==> src/rtl/ram_bank_pkg.sv <==
// rtl/ram_bank_pkg.sv - shared word width, clear sequencer state encoding and sizing helper for ram_bank
package ram_bank_pkg;

  localparam int HACK_WORD_W = 16;

  localparam int STATE_W = 1;
  localparam logic [STATE_W-1:0] ST_CLEAR = 1'b0;
  localparam logic [STATE_W-1:0] ST_IDLE  = 1'b1;

  function automatic int depth_of(input int addr_w);
    return 1 << addr_w;
  endfunction

endpackage

==> src/rtl/ram_bank_if.sv <==
// rtl/ram_bank_if.sv - read/write port bundle of ram_bank; master drives in/load/address, slave returns out/busy
interface ram_bank_if
  import ram_bank_pkg::*;
#(
  parameter int WIDTH  = HACK_WORD_W,
  parameter int ADDR_W = 3
);

  logic [WIDTH-1:0]  in;
  logic              load;
  logic [ADDR_W-1:0] address;
  logic [WIDTH-1:0]  out;
  logic              busy;

  modport master (
    output in,
    output load,
    output address,
    input  out,
    input  busy
  );

  modport slave (
    input  in,
    input  load,
    input  address,
    output out,
    output busy
  );

endinterface

==> src/rtl/ram_bank_clear_seq.sv <==
// rtl/ram_bank_clear_seq.sv - post-reset sweep that zeroes every word; built only with RAM_BANK_CLEAR_EN
`ifdef RAM_BANK_CLEAR_EN
module ram_bank_clear_seq
  import ram_bank_pkg::*;
#(
  parameter int ADDR_W = 3
) (
  input  logic              clk,
  input  logic              reset,
  output logic              busy,
  output logic              clr_we,
  output logic [ADDR_W-1:0] clr_addr
);

  logic [STATE_W-1:0] r_state;
  logic [ADDR_W-1:0]  r_ptr;

  always_ff @(posedge clk) begin
    if (reset) begin
      r_state <= ST_CLEAR;
      r_ptr   <= '0;
    end else if (r_state == ST_CLEAR) begin
      r_ptr <= r_ptr + 1'b1;
      if (r_ptr == {ADDR_W{1'b1}}) begin
        r_state <= ST_IDLE;
      end
    end
  end

  assign busy     = (r_state == ST_CLEAR);
  // a reset landing mid-sweep must not also write the word under ptr
  assign clr_we   = busy & ~reset;
  assign clr_addr = r_ptr;

endmodule
`endif

==> src/rtl/ram_bank.sv <==
// rtl/ram_bank.sv - DEPTH x WIDTH RAM with combinational read and clocked write
// RAM_BANK_CLEAR_EN adds a post-reset zeroing sweep that owns the write port while busy.
module ram_bank
  import ram_bank_pkg::*;
#(
  parameter int WIDTH  = HACK_WORD_W,
  parameter int ADDR_W = 3
) (
  input  logic      clk,
  input  logic      reset,
  ram_bank_if.slave bus
);

  localparam int DEPTH = depth_of(ADDR_W);

  logic [WIDTH-1:0]  r_mem [DEPTH];

  logic              w_busy;
  logic              w_we;
  logic [ADDR_W-1:0] w_waddr;
  logic [WIDTH-1:0]  w_wdata;

`ifdef RAM_BANK_CLEAR_EN
  logic              w_clr_we;
  logic [ADDR_W-1:0] w_clr_addr;

  ram_bank_clear_seq #(
    .ADDR_W (ADDR_W)
  ) u_clear_seq (
    .clk      (clk),
    .reset    (reset),
    .busy     (w_busy),
    .clr_we   (w_clr_we),
    .clr_addr (w_clr_addr)
  );

  // the sweep owns the write port while busy; user loads are dropped, not queued
  always_comb begin
    w_we    = 1'b0;
    w_waddr = bus.address;
    w_wdata = bus.in;
    if (w_busy) begin
      w_we    = w_clr_we;
      w_waddr = w_clr_addr;
      w_wdata = '0;
    end else if (!reset) begin
      w_we = bus.load;
    end
  end

  assign bus.out = w_busy ? '0 : r_mem[bus.address];
`else
  logic w_unused_reset;

  assign w_unused_reset = reset;
  assign w_busy         = 1'b0;
  assign w_we           = bus.load;
  assign w_waddr        = bus.address;
  assign w_wdata        = bus.in;
  assign bus.out        = r_mem[bus.address];
`endif

  assign bus.busy = w_busy;

  always_ff @(posedge clk) begin
    if (w_we) begin
      r_mem[w_waddr] <= w_wdata;
    end
  end

endmodule

==> src/flat_wrapper.sv <==
// flat-port wrapper written by rule: the top's interface ports become plain ports
module ram_bank_flat import ram_bank_pkg::*;
#(
  parameter int WIDTH  = HACK_WORD_W,
  parameter int ADDR_W = 3
)
  (clk, reset, bus_in, bus_load, bus_address, bus_out, bus_busy);
  ram_bank_if #(.WIDTH(WIDTH), .ADDR_W(ADDR_W)) bus_i ();
  input  logic clk;
  input  logic reset;
  input wire logic [$bits(bus_i.in)-1:0] bus_in;
  input wire logic [$bits(bus_i.load)-1:0] bus_load;
  input wire logic [$bits(bus_i.address)-1:0] bus_address;
  output wire logic [$bits(bus_i.out)-1:0] bus_out;
  output wire logic [$bits(bus_i.busy)-1:0] bus_busy;
  assign bus_i.in = bus_in;
  assign bus_i.load = bus_load;
  assign bus_i.address = bus_address;
  assign bus_out = bus_i.out;
  assign bus_busy = bus_i.busy;
  ram_bank #(.WIDTH(WIDTH), .ADDR_W(ADDR_W)) u_core (.clk(clk), .reset(reset), .bus(bus_i));
endmodule
==> config.mk <==
export PLATFORM = sky130hd
export DESIGN_NAME = ram_bank_flat
export DESIGN_NICKNAME = d
export VERILOG_FILES = /design/src/rtl/ram_bank_pkg.sv /design/src/rtl/ram_bank_if.sv /design/src/rtl/ram_bank_clear_seq.sv /design/src/rtl/ram_bank.sv /design/src/flat_wrapper.sv
export SDC_FILE = /design/constraint.sdc
export NUM_CORES = 1
export LEC_CHECK = 0
export CAP_MARGIN = 10
export CORE_MARGIN = 2
export CORE_UTILIZATION = 30
export DETAILED_ROUTE_END_ITERATION = 8
export SYNTH_ARGS = -nofsm -noshare
export SYNTH_HDL_FRONTEND = slang
export SYNTH_HIERARCHICAL = 1
export SYNTH_SLANG_ARGS = --single-unit
==> constraint.sdc <==
create_clock -name clk -period 2.8 [get_ports clk]
set_input_delay 0.28 -clock clk [delete_from_list [all_inputs] [get_ports clk]]
set_output_delay 0.28 -clock clk [all_outputs]
set_load 0.01 [all_outputs]
* After elaboration in Yosys (flattened, before gate mapping)
Memories as Yosys holds them, arrays and structs flattened.
Index checks and enable logic that the tools add are counted.
** Word-level totals
- Logic and storage cells :: 3
- RAM bits :: 128
- Output and inout port bits :: 17
- Register bits :: 0
- Memories kept :: 1
** Operators by class
- Muxes and demuxes :: 2
** Memories
- u_core.r_mem :: words 8, bits a word 16, rd ports 1, clocked after Yosys merged registers in 0, write ports 1, RTL line ram_bank.sv:16 : logic [WIDTH-1:0] r_mem [DEPTH];
** Operator list (number)
- $mux 1 :: 2

* Longest topological paths before layout
- Depth after elaboration :: 2
- Gate-level depth with buffers :: 5
- Mapped depth without buffers :: 3

* Worst setup path after synthesis
Ideal clock, no wire load.
- Path type :: in2reg
- From :: in bus_address[2]
- To :: mem u_core/r_mem[4][0] (netlist name) (enable)
- Cell stages on the path :: 4
- Slack :: 493 ps
- Path buffers :: 2
- Required time :: 2391 ps
- Arrival :: 1898 ps
- Path through :: buf_2 buf_2 nand2_1 nor3_1
** RTL lines
- start, declared :: RTL line flat_wrapper.sv:13 : input wire logic [$bits(bus_i.address)-1:0] bus_address;
- end, declared :: RTL line ram_bank.sv:16
No word-level cell before the write port.

* Final worst setup path
- From :: in bus_address[2]
- To :: out bus_out[14]
** On the way
- Longest elaborated chain between the ends :: 1
** Ends and longest elaborated chain
- $mem_v2 8x16
- end, declared :: RTL line flat_wrapper.sv:14 : output wire logic [$bits(bus_i.out)-1:0] bus_out;
Every way passes these cells.

==> results.ini <==
[yosys]
yosys_register_bits=128
netlist.area_leader.share_pct=77.1
synth_area_leaders=sky130_fd_sc_hd__edfxtp_1, sky130_fd_sc_hd__mux4_1, sky130_fd_sc_hd__mux2_2
yosys.area.top_type=sky130_fd_sc_hd__edfxtp_1
netlist-cell-type-count=24
synth.net_count=246
synth_top_flop_cell=sky130_fd_sc_hd__edfxtp_1
synthArstFlopShare_pct=0
post_synth_inst_count=224
avgSynthCellArea_sq_um=22.2
synth-seq-area-share_pct=77.1
synth_warnings=6
post_synth_edffs=128
post_synth_instance_area_sq_um=4980

[final_layout]
area_added_between_synthesis_and_finish_pct=28.4
antenna_cells_inserted=0
largest-register=u_core/r_mem
most-common-layout-cells=sky130_fd_sc_hd__edfxtp_1, sky130_fd_sc_hd__clkdlybuf4s50_1, sky130_fd_sc_hd__mux2_2, sky130_fd_sc_hd__buf_4, sky130_fd_sc_hd__clkbuf_16
layout-drive-gt1-share_pct=29.3
largest_reg_flops=128
layout_commonest_cell=sky130_fd_sc_hd__edfxtp_1
fillerInstances=1479
final_nets=313
reg_top3=u_core/r_mem: 128 flops

[placement]
detailed_place_hpwl_um=5950
worst_setup_slack_post_dpl_ns=0.229
io_buffers=36
place.gp.congestion=0.743

[worst_setup_path]
cp_cell_sequence=clkdlybuf4s50_1 > buf_4 > nor2b_1 > a221oi_1 > o21ai_0 > clkdlybuf4s50_1
max_fanout_on_critical_path=14
crit_path_start_kind=input pin
worst_setup_path_end_kind=primary output
data_required_time_of_the_critical_path_ns=2.52
cp.arrival_ns=2.33
crit_type=input pin to primary output
critPathSlowestCell=sky130_fd_sc_hd__clkdlybuf4s50_1
crit_top_cell=sky130_fd_sc_hd__clkdlybuf4s50_1
critical_path.max_stage_delay_ns=0.62

[grt]
grt_pass1_vias=2593
grt_use_total_pct=11.3
largest_net_degree_at_the_start_of_global_routing=41
wire_length_of_the_first_global_routing_pass_um=14700
grt_overflow_total=0
grt_antenna_before_repair=0

[detailed_routing]
drt_iter0_markers=151
dr.pass1.iters=4
detail_route.wl_per_cell_um=18.0
wl_um=9440
route.layer.met1.wl_um=4230
met2_length_um=4790
final_antenna_net_count=0
detailroute.wirelength.met3_um=310
remaining_drc_errors=0
vias=2403
topRoutingLayerUsed=met4
vias_per_cell=4.59

[clock_tree]
clock_tree_from_tritoncts=built
post-cts-setup-buffers=0
num_cts_buffers=17
clock_path_buffers=2
post_cts_resize_count=0
cts_root_buffer=sky130_fd_sc_hd__clkbuf_16
cts-hold-fix-buffers=0
ctsHtreeMaxLevel=4
clock_sinks=128
worst_setup_hold_path_clk_slew_ns=0.05

[worst_hold_path]
hold_path_depth=1
hold_path.class=input pin to flop

[run]
max_cap_viols=0

[sta]
finalWorstSetupSlack_ns=0.187
max_clock_freq_ghz=0.383
min_period_over_period_pct=93.3
hold_violations=0
setup_viol_count_final=0
slew_violations=0
unrepaired_setup_endpoints_after_global_routing=no
min_period_ns=2.61
fin_setup_tns_ns=0

[pwr]
fraction_of_power_spent_switching_nets_pct=18.9
p_seq_share_pct=45.4
comb_power_share_pct=6.2
ir_drop_uv=411
pwr-share-clk_pct=48.4
power-per-cell-area_nw_per_um2=753
power_report.internal_total_uw=3910
leakage_power_uw=0.00212
netSwitchingPower_uw=909

[floorplanning]
die_w_um=133
rows=47
ioPinCount=39
initial_core_util_pct=30.4
fp.dieArea_sq_um=17700
die_height_um=133
core_region_area_sq_um=16400

[run_status]
run_status=complete, no violations

-- worst max-delay path: cells and delay by family --
family          cells  cell delay (ns)
simple gates        1             0.15
compound gates      2             0.43
buf+inv             3             1.47
-- metrics by stage --
stage / hold WS (ns) / total power, uW / util (%) / area, sq um / std cells
global placement: 1.01 / 2520 / 35.1 / 5760 / 492
finish: 0.607 / 4820 / 39.0 / 6400 / 524
floorplan: 0.379 / 2370 / - / 4980 / 224
global route: 0.616 / 4970 / 39.0 / 6400 / 524
detailed placement: 1.03 / 2530 / 35.1 / 5760 / 492
CTS: 0.604 / 4870 / 39.0 / 6400 / 524
-- routing by layer --
metal / global-route usage, % / vias to the layer above
met3: 3.22 / 12
met5: 0 / -
met4: 4.30 / 0
met1: 14.2 / 1258
li1: - / 1088
met2: 18.8 / 45
-- path summary, 6_finish.rpt --
check / startpoint / endpoint
worst max-delay path: bus_address[2] / bus_out[14]
worst min-delay path: bus_in[3] / u_core/r_mem[4][3]
-- cells in the mapped netlist (3+ instances only) --
library cell               count
sky130_fd_sc_hd__edfxtp_1    128
sky130_fd_sc_hd__mux2_2       23
sky130_fd_sc_hd__mux4_1       15
sky130_fd_sc_hd__mux4_2        9
sky130_fd_sc_hd__nor2_1        7
sky130_fd_sc_hd__buf_2         4
sky130_fd_sc_hd__nand2_1       4
sky130_fd_sc_hd__a22oi_1       3
sky130_fd_sc_hd__a32oi_1       3
sky130_fd_sc_hd__nand3_1       3
sky130_fd_sc_hd__nor2b_1       3
sky130_fd_sc_hd__o211ai_1      3
-- cell type report --
| type | instances | area (sq um) | area share (%) |
|---|---|---|---|
| tap | 220 | 275 | 4.30 |
| sequential | 128 | 3840 | 60.1 |
| timing repair buffer | 60 | 561 | 8.76 |
| inverter | 2 | 7.51 | 0.117 |
| clock buffer | 18 | 429 | 6.71 |
| clock inverter | 14 | 214 | 3.34 |
| multi-input combinational | 82 | 1070 | 16.7 |
-- power by group through the flow --
stage / sequential (uW) / clock [uW] / combinational (uW)
6_report: 2190 / 2330 / 297
5_1_grt: 2190 / 2460 / 320
4_1_cts: 2190 / 2380 / 305
3_5_place_dp: 2230 / 0 / 303
3_3_place_gp: 2220 / 0 / 299
2_1_floorplan: 2220 / 0 / 147
-- kinds of logic after synthesis --
group / count (synthesis) / synth area share, %
muxes: 47 / 17.2
other: 1 / 0.0752
AOI/OAI and AO/OA: 13 / 2.01
buffers and inverters: 14 / 1.61
DFF: 128 / 77.1
and+or+nand+nor: 21 / 2.01
(Power assumes the default switching activity.)
